[config.mk]
export PLATFORM = sky130hd
export DESIGN_NAME = des_pipe_engine
export DESIGN_NICKNAME = d
export VERILOG_FILES = /design/src/rtl/des_pkg.sv /design/src/rtl/des_round.sv /design/src/rtl/des_pipe_engine.sv
export SDC_FILE = /design/constraint.sdc
export NUM_CORES = 1
export LEC_CHECK = 0
export ABC_CLOCK_PERIOD_IN_PS = 4000
export BUFFER_PORTS_ARGS = -buffer_cell sky130_fd_sc_hd__buf_4
export CAP_MARGIN = 20
export CELL_PAD_IN_SITES_DETAIL_PLACEMENT = 0
export CELL_PAD_IN_SITES_GLOBAL_PLACEMENT = 1
export CORE_AREA = 2 2 355 357
export CTS_CLUSTER_SIZE = 16
export DETAILED_ROUTE_END_ITERATION = 8
export DIE_AREA = 0 0 357 359
export GPL_ROUTABILITY_DRIVEN = 0
export PLACE_DENSITY_LB_ADDON = 0.1
export SLEW_MARGIN = 20
export SYNTH_ARGS = -nofsm -noshare
export SYNTH_HDL_FRONTEND = slang
export SYNTH_SLANG_ARGS = --single-unit
[constraint.sdc]
create_clock -name clk -period 4 [get_ports clk]
set_clock_uncertainty 0.15 [all_clocks]
set_input_delay 0.4 -clock clk [delete_from_list [all_inputs] [get_ports clk]]
set_output_delay 0.4 -clock clk [all_outputs]
set_load 0.01 [all_outputs]
[src/rtl/des_pkg.sv]
// DES constant tables and the bit-permutation / substitution helpers.
// Blocks are held as [63:0] vectors; bit 63 is DES bit 1 (the MSB).
package des_pkg;

    localparam int DES_BLK   = 64;
    localparam int DES_KEY_W = 48;

    localparam int IP_T [64] = '{
        58, 50, 42, 34, 26, 18, 10, 2,  60, 52, 44, 36, 28, 20, 12, 4,
        62, 54, 46, 38, 30, 22, 14, 6,  64, 56, 48, 40, 32, 24, 16, 8,
        57, 49, 41, 33, 25, 17,  9, 1,  59, 51, 43, 35, 27, 19, 11, 3,
        61, 53, 45, 37, 29, 21, 13, 5,  63, 55, 47, 39, 31, 23, 15, 7
    };

    localparam int FP_T [64] = '{
        40, 8, 48, 16, 56, 24, 64, 32,  39, 7, 47, 15, 55, 23, 63, 31,
        38, 6, 46, 14, 54, 22, 62, 30,  37, 5, 45, 13, 53, 21, 61, 29,
        36, 4, 44, 12, 52, 20, 60, 28,  35, 3, 43, 11, 51, 19, 59, 27,
        34, 2, 42, 10, 50, 18, 58, 26,  33, 1, 41,  9, 49, 17, 57, 25
    };

    localparam int E_T [48] = '{
        32,  1,  2,  3,  4,  5,   4,  5,  6,  7,  8,  9,
         8,  9, 10, 11, 12, 13,  12, 13, 14, 15, 16, 17,
        16, 17, 18, 19, 20, 21,  20, 21, 22, 23, 24, 25,
        24, 25, 26, 27, 28, 29,  28, 29, 30, 31, 32,  1
    };

    localparam int P_T [32] = '{
        16,  7, 20, 21, 29, 12, 28, 17,   1, 15, 23, 26,  5, 18, 31, 10,
         2,  8, 24, 14, 32, 27,  3,  9,  19, 13, 30,  6, 22, 11,  4, 25
    };

    // Each box is stored row-major: entry index = {row, col} = row*16 + col.
    localparam int SBOX [8][64] = '{
        '{14, 4,13, 1, 2,15,11, 8, 3,10, 6,12, 5, 9, 0, 7,
           0,15, 7, 4,14, 2,13, 1,10, 6,12,11, 9, 5, 3, 8,
           4, 1,14, 8,13, 6, 2,11,15,12, 9, 7, 3,10, 5, 0,
          15,12, 8, 2, 4, 9, 1, 7, 5,11, 3,14,10, 0, 6,13},
        '{15, 1, 8,14, 6,11, 3, 4, 9, 7, 2,13,12, 0, 5,10,
           3,13, 4, 7,15, 2, 8,14,12, 0, 1,10, 6, 9,11, 5,
           0,14, 7,11,10, 4,13, 1, 5, 8,12, 6, 9, 3, 2,15,
          13, 8,10, 1, 3,15, 4, 2,11, 6, 7,12, 0, 5,14, 9},
        '{10, 0, 9,14, 6, 3,15, 5, 1,13,12, 7,11, 4, 2, 8,
          13, 7, 0, 9, 3, 4, 6,10, 2, 8, 5,14,12,11,15, 1,
          13, 6, 4, 9, 8,15, 3, 0,11, 1, 2,12, 5,10,14, 7,
           1,10,13, 0, 6, 9, 8, 7, 4,15,14, 3,11, 5, 2,12},
        '{ 7,13,14, 3, 0, 6, 9,10, 1, 2, 8, 5,11,12, 4,15,
          13, 8,11, 5, 6,15, 0, 3, 4, 7, 2,12, 1,10,14, 9,
          10, 6, 9, 0,12,11, 7,13,15, 1, 3,14, 5, 2, 8, 4,
           3,15, 0, 6,10, 1,13, 8, 9, 4, 5,11,12, 7, 2,14},
        '{ 2,12, 4, 1, 7,10,11, 6, 8, 5, 3,15,13, 0,14, 9,
          14,11, 2,12, 4, 7,13, 1, 5, 0,15,10, 3, 9, 8, 6,
           4, 2, 1,11,10,13, 7, 8,15, 9,12, 5, 6, 3, 0,14,
          11, 8,12, 7, 1,14, 2,13, 6,15, 0, 9,10, 4, 5, 3},
        '{12, 1,10,15, 9, 2, 6, 8, 0,13, 3, 4,14, 7, 5,11,
          10,15, 4, 2, 7,12, 9, 5, 6, 1,13,14, 0,11, 3, 8,
           9,14,15, 5, 2, 8,12, 3, 7, 0, 4,10, 1,13,11, 6,
           4, 3, 2,12, 9, 5,15,10,11,14, 1, 7, 6, 0, 8,13},
        '{ 4,11, 2,14,15, 0, 8,13, 3,12, 9, 7, 5,10, 6, 1,
          13, 0,11, 7, 4, 9, 1,10,14, 3, 5,12, 2,15, 8, 6,
           1, 4,11,13,12, 3, 7,14,10,15, 6, 8, 0, 5, 9, 2,
           6,11,13, 8, 1, 4,10, 7, 9, 5, 0,15,14, 2, 3,12},
        '{13, 2, 8, 4, 6,15,11, 1,10, 9, 3,14, 5, 0,12, 7,
           1,15,13, 8,10, 3, 7, 4,12, 5, 6,11, 0,14, 9, 2,
           7,11, 4, 1, 9,12,14, 2, 0, 6,10,13,15, 3, 5, 8,
           2, 1,14, 7, 4,10, 8,13,15,12, 9, 0, 3, 5, 6,11}
    };

    function automatic logic [63:0] initial_perm(input logic [63:0] x);
        logic [63:0] y;
        y = '0;
        for (int i = 0; i < 64; i++) y = {y[62:0], x[6'(64 - IP_T[i])]};
        return y;
    endfunction

    function automatic logic [63:0] final_perm(input logic [63:0] x);
        logic [63:0] y;
        y = '0;
        for (int i = 0; i < 64; i++) y = {y[62:0], x[6'(64 - FP_T[i])]};
        return y;
    endfunction

    function automatic logic [47:0] expand(input logic [31:0] r);
        logic [47:0] y;
        y = '0;
        for (int i = 0; i < 48; i++) y = {y[46:0], r[5'(32 - E_T[i])]};
        return y;
    endfunction

    function automatic logic [31:0] permute_p(input logic [31:0] x);
        logic [31:0] y;
        y = '0;
        for (int i = 0; i < 32; i++) y = {y[30:0], x[5'(32 - P_T[i])]};
        return y;
    endfunction

    // Outer bits of each 6-bit group pick the row, inner four bits the column.
    function automatic logic [31:0] sbox_sub(input logic [47:0] x);
        logic [31:0] y;
        logic [5:0]  b;
        y = '0;
        for (int k = 0; k < 8; k++) begin
            b = x[6'(47 - 6 * k) -: 6];
            y = {y[27:0], 4'(SBOX[3'(k)][{b[5], b[0], b[4:1]}])};
        end
        return y;
    endfunction

endpackage

[src/rtl/des_round.sv]
// One combinational DES Feistel round: L' = R, R' = L ^ f(R, K).
module des_round
    import des_pkg::*;
(
    input  logic [31:0]          i_l,
    input  logic [31:0]          i_r,
    input  logic [DES_KEY_W-1:0] i_k,
    output logic [31:0]          o_l,
    output logic [31:0]          o_r
);

    logic [31:0] w_f;

    assign w_f = permute_p(sbox_sub(expand(i_r) ^ i_k));
    assign o_l = i_r;
    assign o_r = i_l ^ w_f;

endmodule

[src/rtl/des_pipe_engine.sv]
// Pipelined DES encrypt/decrypt engine with per-beat mode, sideband tag,
// global-stall backpressure, synchronous flush and an in-flight counter.
module des_pipe_engine
    import des_pkg::*;
#(
    parameter  int NUM_ROUNDS       = 16,
    parameter  int ROUNDS_PER_STAGE = 1,
    parameter  int TAG_W            = 4,
    localparam int S                = NUM_ROUNDS / ROUNDS_PER_STAGE,
    localparam int CNT_W            = $clog2(S + 1)
) (
    input  logic                              clk,
    input  logic                              rst_n,
    input  logic                              flush,
    input  logic                              in_valid,
    output logic                              in_ready,
    input  logic                              in_decrypt,
    input  logic [TAG_W-1:0]                  in_tag,
    input  logic [DES_BLK-1:0]                message,
    input  logic [DES_KEY_W*NUM_ROUNDS-1:0]   round_keys,
    output logic                              out_valid,
    input  logic                              out_ready,
    output logic [DES_BLK-1:0]                result,
    output logic [TAG_W-1:0]                  out_tag,
    output logic                              out_decrypt,
    output logic [CNT_W-1:0]                  in_flight
);

    logic             w_stall, w_accept, w_deq;
    logic [63:0]      w_ip;

    logic [31:0]      r_l     [S];
    logic [31:0]      r_r     [S];
    logic             r_valid [S];
    logic [TAG_W-1:0] r_tag   [S];
    logic             r_dec   [S];
    logic [CNT_W-1:0] r_in_flight;

    logic             w_vin  [S];
    logic [TAG_W-1:0] w_tin  [S];
    logic             w_min  [S];
    logic [31:0]      w_lout [S];
    logic [31:0]      w_rout [S];

    assign w_stall  = r_valid[S-1] && !out_ready;
    assign in_ready = !w_stall && !flush;
    assign w_accept = in_valid && in_ready;
    assign w_deq    = r_valid[S-1] && out_ready;
    assign w_ip     = initial_perm(message);

    for (genvar gi = 0; gi < S; gi++) begin : g_stage
        logic [31:0] w_l [ROUNDS_PER_STAGE+1];
        logic [31:0] w_r [ROUNDS_PER_STAGE+1];

        if (gi == 0) begin : g_head
            assign w_vin[gi] = w_accept;
            assign w_tin[gi] = in_tag;
            assign w_min[gi] = in_decrypt;
            assign w_l[0]    = w_ip[63:32];
            assign w_r[0]    = w_ip[31:0];
        end else begin : g_body
            assign w_vin[gi] = r_valid[gi-1];
            assign w_tin[gi] = r_tag[gi-1];
            assign w_min[gi] = r_dec[gi-1];
            assign w_l[0]    = r_l[gi-1];
            assign w_r[0]    = r_r[gi-1];
        end

        // Decrypt walks the key schedule backwards: round J uses K_(N+1-J).
        for (genvar gr = 0; gr < ROUNDS_PER_STAGE; gr++) begin : g_round
            localparam int J = gi * ROUNDS_PER_STAGE + gr + 1;
            logic [DES_KEY_W-1:0] w_key;

            assign w_key = w_min[gi]
                ? round_keys[DES_KEY_W*J-1 -: DES_KEY_W]
                : round_keys[DES_KEY_W*(NUM_ROUNDS-J+1)-1 -: DES_KEY_W];

            des_round u_round (
                .i_l (w_l[gr]),
                .i_r (w_r[gr]),
                .i_k (w_key),
                .o_l (w_l[gr+1]),
                .o_r (w_r[gr+1])
            );
        end

        assign w_lout[gi] = w_l[ROUNDS_PER_STAGE];
        assign w_rout[gi] = w_r[ROUNDS_PER_STAGE];
    end

    always_ff @(posedge clk or negedge rst_n) begin
        if (!rst_n) begin
            for (int s = 0; s < S; s++) begin
                r_valid[s] <= 1'b0;
                r_l[s]     <= '0;
                r_r[s]     <= '0;
                r_tag[s]   <= '0;
                r_dec[s]   <= 1'b0;
            end
        end else if (flush) begin
            for (int s = 0; s < S; s++) r_valid[s] <= 1'b0;
        end else if (!w_stall) begin
            for (int s = 0; s < S; s++) begin
                r_valid[s] <= w_vin[s];
                r_l[s]     <= w_lout[s];
                r_r[s]     <= w_rout[s];
                r_tag[s]   <= w_tin[s];
                r_dec[s]   <= w_min[s];
            end
        end
    end

    always_ff @(posedge clk or negedge rst_n) begin
        if (!rst_n) begin
            r_in_flight <= '0;
        end else if (flush) begin
            r_in_flight <= '0;
        end else if (w_accept && !w_deq) begin
            r_in_flight <= r_in_flight + CNT_W'(1);
        end else if (!w_accept && w_deq) begin
            r_in_flight <= r_in_flight - CNT_W'(1);
        end
    end

    // Halves are swapped after the last round before the final permutation.
    assign result      = final_perm({r_r[S-1], r_l[S-1]});
    assign out_valid   = r_valid[S-1];
    assign out_tag     = r_tag[S-1];
    assign out_decrypt = r_dec[S-1];
    assign in_flight   = r_in_flight;

endmodule

Word level (Yosys, flattened, before mapping)
Memory sizes are Yosys's and may differ from the RTL's.
Cells that the tools add are included.
Storage, ports and cells
  output and inout bits: 76
  memory bits (writable): 0
  logic and storage cells: 447
  latch bits: 0
  bits in registers: 829
  memories: 60
  ROM bits: 122880
Cells by class
  bitwise gates (word level): 92
  mux-type cells: 140
  reduce and logical (&&, ||, !) cells: 13
  $mul: 0
  shift-type cells: 0
  $add $sub $neg: 2
  divide/modulo/power cells: 0
  eq/ne operators: 1
  $lt $le $gt $ge: 60
Memory list
  (no name shown): depth 64, width 32, read ports 1, clocked after memory_dff 0, write ports 0, RTL line des_pkg.sv:105  | y = {y[27:0], 4'(SBOX[3'(k)][{b[5], b[0], b[4:1]}])};
  (no name shown): depth 64, width 32, read ports 1, clocked after memory_dff 0, write ports 0, RTL line des_pkg.sv:105
  (no name shown): depth 64, width 32, read ports 1, clocked after memory_dff 0, write ports 0, RTL line des_pkg.sv:105
  (no name shown): depth 64, width 32, read ports 1, clocked after memory_dff 0, write ports 0, RTL line des_pkg.sv:105
  (no name shown): depth 64, width 32, read ports 1, clocked after memory_dff 0, write ports 0, RTL line des_pkg.sv:105
  (no name shown): depth 64, width 32, read ports 1, clocked after memory_dff 0, write ports 0, RTL line des_pkg.sv:105
  54 more memories
Operators by type and width (count)
  $ge 7x7->1 const B: 60
  $not 6->7: 60
  $mux 24: 15
  $xor 24x24->24: 15
  $mux 4: 78
  $xor 32x32->32: 8
  $xor 16x16->16: 7
  $mux 3: 28
  $mux 16: 2
  $mux 2: 14
  $mux 5: 3
  $logic_and 1x1->1: 6
  $add 5x1->5 const B: 1
  $logic_not 1->1: 5
  $sub 5x1->5 const B: 1
  $reduce_bool 3->1: 1
  $ne 2x2->1 const B: 1
  $not 1->1: 2
  $reduce_and 2->1: 1

Depth between registers and ports, before layout
Gate-level depths: netlist (run 1).
  depth after elaboration: 10
  depth in mapped cells: 7
  gate-level depth less buffers: 7

By module
Synthesis (run 1) repeated with hierarchy kept, for this count alone.
Second synthesis, totals
  cell total of the unflattened synthesis: 4279
  area, all modules: 57631.5 um2
Modules (own cells, without submodules)
  des_pipe_engine: times used 1, seq. area each 27351.2 um2, area an instance 49884.1 um2, cells each 3239
  des_round: times used 16, seq. area each 0.0 um2, area an instance 484.2 um2, cells each 65

Worst setup path before layout (run 1)
Ideal clock, no wire load.
  path kind: reg2reg
  start: reg r_valid (netlist bit out_valid)
  end: reg r_in_flight[4], in the netlist in_flight[4]
  buffers on the path: 0
  stages on the path, launching flop included: 8
  clock period less this slack: 1933 ps
  path slack: 2067 ps
  data required time: 3785 ps
  arrival time: 1718 ps
  library setup time: 65 ps
  path through: dfrtp_1 -> nor2b_1 -> nand2b_1 -> fa_1 -> a21o_1 -> a21o_1 -> o21bai_1 -> nand2_1
Between the ends
  word-level cells in the longest chain between the ends: 7
  elaborated cells on any way between the ends: 12
  those cells by class: mux (2); reduce/logical (10)
RTL lines
  from (decl): RTL line des_pipe_engine.sv:34  | logic r_valid [S];
  from (signal, indexed assignment): RTL line des_pipe_engine.sv:104  | r_valid[s] <= w_vin[s];
  $logic_and 1x1->1: RTL line des_pipe_engine.sv:45  | assign w_stall = r_valid[S-1] && !out_ready;
  $logic_not 1->1
  $logic_and 1x1->1: RTL line des_pipe_engine.sv:46  | assign in_ready = !w_stall && !flush;
  $logic_and 1x1->1: RTL line des_pipe_engine.sv:47  | assign w_accept = in_valid && in_ready;
  $logic_and 1x1->1 or $logic_not 1->1 (tied branches): RTL line des_pipe_engine.sv:118, des_pipe_engine.sv:120
  $mux 5 or $logic_and 1x1->1 (tied branches): RTL line des_pipe_engine.sv:118, des_pipe_engine.sv:120
  $mux 5 or $reduce_bool 3->1 (tied branches)
  to (signal assigned): RTL line des_pipe_engine.sv:119  | r_in_flight <= r_in_flight + CNT_W'(1);
  to (signal assigned): RTL line des_pipe_engine.sv:121  | r_in_flight <= r_in_flight - CNT_W'(1);
  to (decl): RTL line des_pipe_engine.sv:37  | logic [CNT_W-1:0] r_in_flight;
Parallel ways exist; a longest one is shown, timed or not.
A chain may end at the register's enable or synchronous reset.

Final worst setup path (run 1)
  start: reg r_valid (netlist bit out_valid)
  end: out in_ready
Between the ends
  word-level cells in the longest chain between the ends: 3
RTL lines
  $logic_and 1x1->1: RTL line des_pipe_engine.sv:45
  $logic_not 1->1
  $logic_and 1x1->1: RTL line des_pipe_engine.sv:46
  to (decl): RTL line des_pipe_engine.sv:16  | output logic in_ready,
No other way between the ends.

==> impl_metrics.ini, run 1 <==
[timing]
tightest_slew_ns = 0.718
rsz0062_at_grt = no
finalHoldViolCount = 0
tns_ns = 0
slew_viol_final = 0
period_minus_slack_ns = 2.38
finalCritPeriodShare_pct = 59.6
relSlewSlack_pct = 52.0
fmax_mhz = 419
setup_viol = 0

[logic_synthesis]
synth_top_family_by_area = multiplexers
ys_types = 29
synth_compound_area_share_pct = 4.25
ys_seq_area_share_pct = 56.1
yosysMostFrequentCell = dfrtp_1
synth_cells = 319
yosysWarnings = 0
synth_xor_area_share_pct = 0.389
ys_ff_latch = 101
async_reset_ff_share_pct = 100
dominantRegCellSynth = dfrtp_1
netlist.area_leader.share_pct = 56.1
yosys.area_share.simple_pct = 2.89
ys_top_cells_by_area = dfrtp_1, mux2_2, buf_4
yosysTopAreaCell = dfrtp_1
synth_common_cells = dfrtp_1, buf_4, mux2_2
synth_mux_area_share_pct = 21.5
syn_area_per_cell_um2 = 14.1
synthAdderAreaFrac_pct = 1.56
synth_area_um2 = 4500
synth_edf_count = 0

[routing]
avgRoutedWirePerCell_um = 5.18
viasPerCell = 1.11
drc = 0
antenna_left = 0
drt_iter0_markers = 47
first_pass_iters = 4
wirelength_mm = 10.3
vias = 2223

[place]
hpwl_mm = 6.39
io_buffers = 21

[clocking]
cts_resized = 0
cts_tree = built
cts_buffers = 9
clockBufferDepth = 2
cts.sinks = 101
path_clk_slew_ns = 0.08
h-tree-depth = 3
clk_latency_ns = 0.38
post-cts-setup-buffers = 0
ctsRootBufferMaster = clkbuf_16

[power]
peakVddDrop_v = 0.000201
p_clk_share_pct = 30.4
p_leak_nw = 2.32
p_sw_uw = 843
powerDensity_nw_per_um2 = 441
p_int_mw = 2.13
p_sw_share_pct = 28.4
comb_power_share_pct = 18.6
seqPwrFrac_pct = 51.0
total_power_mw = 2.97

[floorplanning]
io_pins = 918
initial_core_util_pct = 3.62
die_h_um = 359
die_w_um = 357
core_um2 = 125000
std_cell_rows = 130
dieArea_um2 = 128000

[worst_setup_path]
required_ns = 3.45
path_max_fanout = 15
crit_path_cell_trace = nor2b_2 -> nor2_4 -> buf_4
slowest_delay_ns = 0.55
cp-end-kind = primary output
crit_slowest_cell = nor2_4
critPathArrivalTime_ns = 1.83
critical_path.startpoint_type = flip-flop
crit_type = reg -> out

[layout]
fin_util_pct = 5.41
drive_gt1_share_pct = 34.0
n_fill_cell = 14700
fin_nets = 1188
antenna_cells = 0
syn_to_final_growth_pct = 49.6

[global_routing]
antenna_found_initial = 1
grt_pass1_vias = 2463
grtUsageTotal_pct = 1.76
grt_max_degree = 61
grt_pass1_wl_mm = 15.8
grt_overflow = 0

[hold_path]
hold_class = in -> reg

[flow_run]
drv_cap = 0

[status]
status = finished, final reports clean
==> path summary, 6_finish.rpt <==
check | cells past startpoint | slack (ns) | end | start
min in group asynchronous | 2 | 0.49 | out_decrypt$_DFFE_PN0N_ | rst_n
max in group asynchronous | 3 | 2.40 | r_tag[14]$_DFFE_PN0N_ | rst_n
hold reg to reg | 1 | 0.34 | r_tag[22]$_DFFE_PN0N_ | r_tag[22]$_DFFE_PN0N_
setup / recovery | 3 | 1.62 | in_ready | out_valid$_DFFE_PN0P_
hold / removal | 2 | 0.1 | r_tag[61]$_DFFE_PN0N_ | in_tag[1]
setup reg to reg | 4 | 1.74 | r_tag[29]$_DFFE_PN0N_ | out_valid$_DFFE_PN0P_
==> layer usage <==
layer / GRT usage, % / vias up / routed length (um)
li1: - / 1008 / -
met1: 1.91 / 1154 / 4470
met2: 2.71 / 44 / 4990
met3: 0.624 / 15 / 434
met4: 1.53 / 2 / 421
met5: 0 / - / 16
==> metrics by stage <==
step                cell area (um2)  std cells  hold slack, ns  setup slack (ns)
CTS                            6740       1994          0.0442              1.42
finish                         6740       1994          0.0954              1.62
detailed placement             6450       1979           0.330              1.62
floorplan                      4740        382         -0.0456              2.07
global placement               6450       1979           0.333              1.61
global route                   6740       1994          0.0586              1.41
==> placed cells by master, fill, tap and decap left out, drive strengths merged <==
cell | netlist | routed
a211oi | 1 | 1
a21o | 2 | 2
a21oi | 4 | 4
a22o | 15 | 15
and2b | 1 | 1
and3 | 1 | 1
and3b | 1 | 1
buf | 80 | 27
clkbuf | 0 | 10
clkinv | 0 | 1
clkinvlp | 0 | 1
conb | 1 | 64
dfrtp | 101 | 101
dlygate4sd3 | 0 | 1
fa | 1 | 1
ha | 4 | 4
inv | 0 | 2
mux2 | 80 | 80
nand2 | 5 | 5
nand2b | 3 | 3
nand3 | 1 | 1
nand3b | 1 | 1
nor2 | 8 | 8
nor2b | 2 | 2
nor3 | 2 | 2
o21ai | 2 | 2
o21bai | 1 | 1
xnor2 | 2 | 2
==> cell type report <==
class                      instances  area [um2]  area share (%)
clock buffer                      10         239            3.55
clock inverter                     4        33.8           0.501
multi-input combinational        201        1620            24.1
sequential                       101        2530            37.5
tap                             1650        2060            30.6
timing repair buffer              28         250            3.71
==> power groups by stage <==
stage                     Combinational [mW]  Sequential, mW  Clock [mW]
after floorplan                        0.493            1.47           0
after global placement                 0.564            1.55           0
after detailed placement               0.566            1.54           0
after CTS                              0.571            1.53       0.999
after global routing                   0.617            1.56        1.03
final                                  0.553            1.51       0.903
==> registers in the layout, indices dropped and copies added (netlist names) <==
signal,flops
out_valid,1
r_valid,15
out_tag,4
out_decrypt,1
r_tag,60
r_dec,15
in_flight,5
==> cell families after synthesis <==
| logic type | Yosys count |
|---|---|
| other | 1 |
| xor gates and xnor gates | 2 |
| AOI/OAI and AO/OA | 25 |
| buffers and inverters | 80 |
| DFF | 101 |
| muxes | 80 |
| adders and majority gates | 5 |
| and+or+nand+nor | 25 |
==> worst max-delay path, delay by kind of cell (launching register included) <==
family        cells  cell delay [ns]
buf+inv           1             0.24
flops             1             0.44
simple gates      2             0.76
==> repair_timing <==
action | in CTS | in global routing
setup endpoints to repair | 0 | 0
hold endpoints to repair | 41 | 0
hold buffers | 1 | 0
Power figures use the tool's default switching activity.
==> run 2: changes to the inputs <==
- ABC_AREA: default -> 1
- ABC_CLOCK_PERIOD_IN_PS: 4000 -> 2300
- CORE_AREA: 2 2 355 357 -> 2 2 357 359
- DIE_AREA: 0 0 357 359 -> 0 0 359 361
- clock period: 4 -> 2.3 ns (I/O delays scaled with it)
==> impl_metrics.ini, run 2 <==
[global_routing]
grt_pass1_wl_mm = 20.5
gr-usage-met1_pct = 2.82
grt_use_met3_pct = 0.617
grt_overflow = 0
grt_pass1_vias = 2992
grtUsageTotal_pct = 2.19
antenna_found_initial = 1
grt_max_degree = 91
gr-usage-met2_pct = 3.17
gr-max-usage-layer = met2

[timing]
tns_ns = 0
relSlewSlack_pct = 66.1
tightest_slew_ns = 0.508
setup_viol = 0
finalHoldViolCount = 0
fmax_mhz = 475
layout_setup_ws_ns = 0.195
slew_viol_final = 0
rsz0062_at_grt = no
finalCritPeriodShare_pct = 91.5
period_minus_slack_ns = 2.11

[floorplanning]
std_cell_rows = 130
initial_core_util_pct = 3.58
die_h_um = 361
io_pins = 918
die_w_um = 359
dieArea_um2 = 130000
core_um2 = 125000

[routing]
first_pass_iters = 4
drt_iter0_markers = 130
antenna_left = 0
avgRoutedWirePerCell_um = 6.15
drc = 0
viasPerCell = 1.33
wirelength_mm = 13.3
vias = 2897

[power]
powerDensity_nw_per_um2 = 636
peakVddDrop_v = 0.000326
p_leak_nw = 2.58

[hold_path]
hold_class = in -> reg
hold_start = out_ready

[layout]
final_cell_mix = nand2_1, dfrtp_1, conb_1, inv_1, o21ai_0
largest_reg_flops = 60
fin_nets = 1364
largest_register = r_tag
reg_top3 = r_tag x60, r_dec x15, r_valid x15
antenna_cells = 0
syn_to_final_growth_pct = 51.5
fin_area_um2 = 6800
drive_gt1_share_pct = 10.2
final_common_cell = nand2_1

[logic_synthesis]
yosysTopAreaCell = dfrtp_1
synth_common_cells = nand2_1, dfrtp_1, buf_4
ys_seq_area_share_pct = 56.3
dominantRegCellSynth = dfrtp_1
async_reset_ff_share_pct = 100
yosysWarnings = 0
synth_area_um2 = 4490
yosysMostFrequentCell = nand2_1
ys_ff_latch = 101
syn_area_per_cell_um2 = 9.12
synth_cells = 492
ys_types = 20
netlist.area_leader.share_pct = 56.3
synth_edf_count = 0
ys_top_cells_by_area = dfrtp_1, nand2_1, buf_4

[flow_run]
drv_cap = 0

[clocking]
path_clk_slew_ns = 0.08
ctsRootBufferMaster = clkbuf_16
cts.sinks = 101
clockBufferDepth = 2
h-tree-depth = 3
post-cts-setup-buffers = 0
clk_latency_ns = 0.38
cts_buffers = 9
cts_tree = built

[worst_setup_path]
worstSetupStartpoint = flush
reg2reg_from = out_valid$_DFFE_PN0P_
required_ns = 2.42
path_max_fanout = 6
critPathArrivalTime_ns = 2.23
reg2reg_slack_ns = 0.29
cp-end-kind = flip-flop
critical_path.startpoint_type = primary input
crit_type = in -> reg

[status]
status = finished, final reports clean

[place]
io_buffers = 21
pre_cts_slack_ns = 0.172
placed_area_um2 = 6430
hpwl_mm = 7.75
run 2: cell types whose count changed after synthesis, sizes merged, moves of 3 or more:
cell	delta
buf	+4
a22o	-15
nand4	+3
o22ai	+15
inv	+42
mux2	-80
o21ai	+37
nand3	+7
clkbuf	+4
nand2	+179
nand2b	-3
nor2	-8
run 2: cell type report:
class                           count  area (um2)
Sequential cell                   101        2530
Clock buffer                       10         239
Inverter                           42         159
Tap cell                         1650        2060
Multi-Input combinational cell    324        1410
Clock inverter                      6        55.1
Timing Repair Buffer               39         348
Fill cell                       14700      119000
run 2: logic make-up (layout without fill, tap and decap cells):
| logic type | Yosys count | in the layout | synth area share (%) |
|---|---|---|---|
| AOI/OAI and AO/OA | 58 | 58 | 7.19 |
| xor gates and xnor gates | 2 | 2 | 0.390 |
| adders and majority gates | 5 | 5 | 1.56 |
| buffers and inverters | 130 | 97 | 17.6 |
| DFF | 101 | 101 | 56.3 |
| other | 1 | 64 | 0.0836 |
| and+or+nand+nor | 195 | 195 | 16.8 |
run 2: where the power goes:
part / total, mW / switching (mW) / internal [mW]
Combinational: 0.533 / 0.346 / 0.187
Clock: 1.67 / 0.886 / 0.789
Sequential: 2.12 / 0.119 / 2.00
Total: 4.33 / 1.35 / 2.98
run 2: repair_timing:
action | CTS | global route
hold endpoints to repair | 33 | 0
resized for setup | 0 | 1
setup endpoints to repair | 0 | 1
hold buffers | 7 | 0
run 2: final timing paths:
check	depth (start not counted)	endpoint
worst max-delay path	11	in_flight[4]$_DFFE_PN0P_
worst min-delay path	4	out_valid$_DFFE_PN0P_
worst max register to register	9	in_flight[4]$_DFFE_PN0P_
worst min register to register	2	r_tag[15]$_DFFE_PN0N_
max in group asynchronous	3	r_valid[10]$_DFFE_PN0P_
min in group asynchronous	2	r_tag[52]$_DFFE_PN0N_
run 2: stage by stage:
stage / utilization, % / cells / power (mW) / hold slack, ns
6_report: 5.42 / 2172 / 4.33 / 0.0447
5_1_grt: 5.42 / 2172 / 4.67 / 0.0566
4_1_cts: 5.42 / 2172 / 4.52 / 0.0127
3_5_place_dp: 5.13 / 2149 / 2.70 / 0.0962
3_3_place_gp: 5.13 / 2149 / 2.72 / 0.106
2_1_floorplan: - / 555 / 2.55 / -0.216
run 2: critical path: stages:
cell           delay (ns)
dlygate4sd3_1        0.58
buf_4                0.17
inv_1                0.08
nand4_2              0.25
fa_2                 0.46
nand3_1              0.10
nand3_1              0.11
inv_1                0.07
nand3_1              0.07
nand3_1              0.07
nand2_1              0.05
run 2: layer usage:
metal	vias up	share of wire, %
li1	1445	-
met1	1376	49
met2	59	43
met3	15	4.5
met4	2	3.1
met5	-	0.082
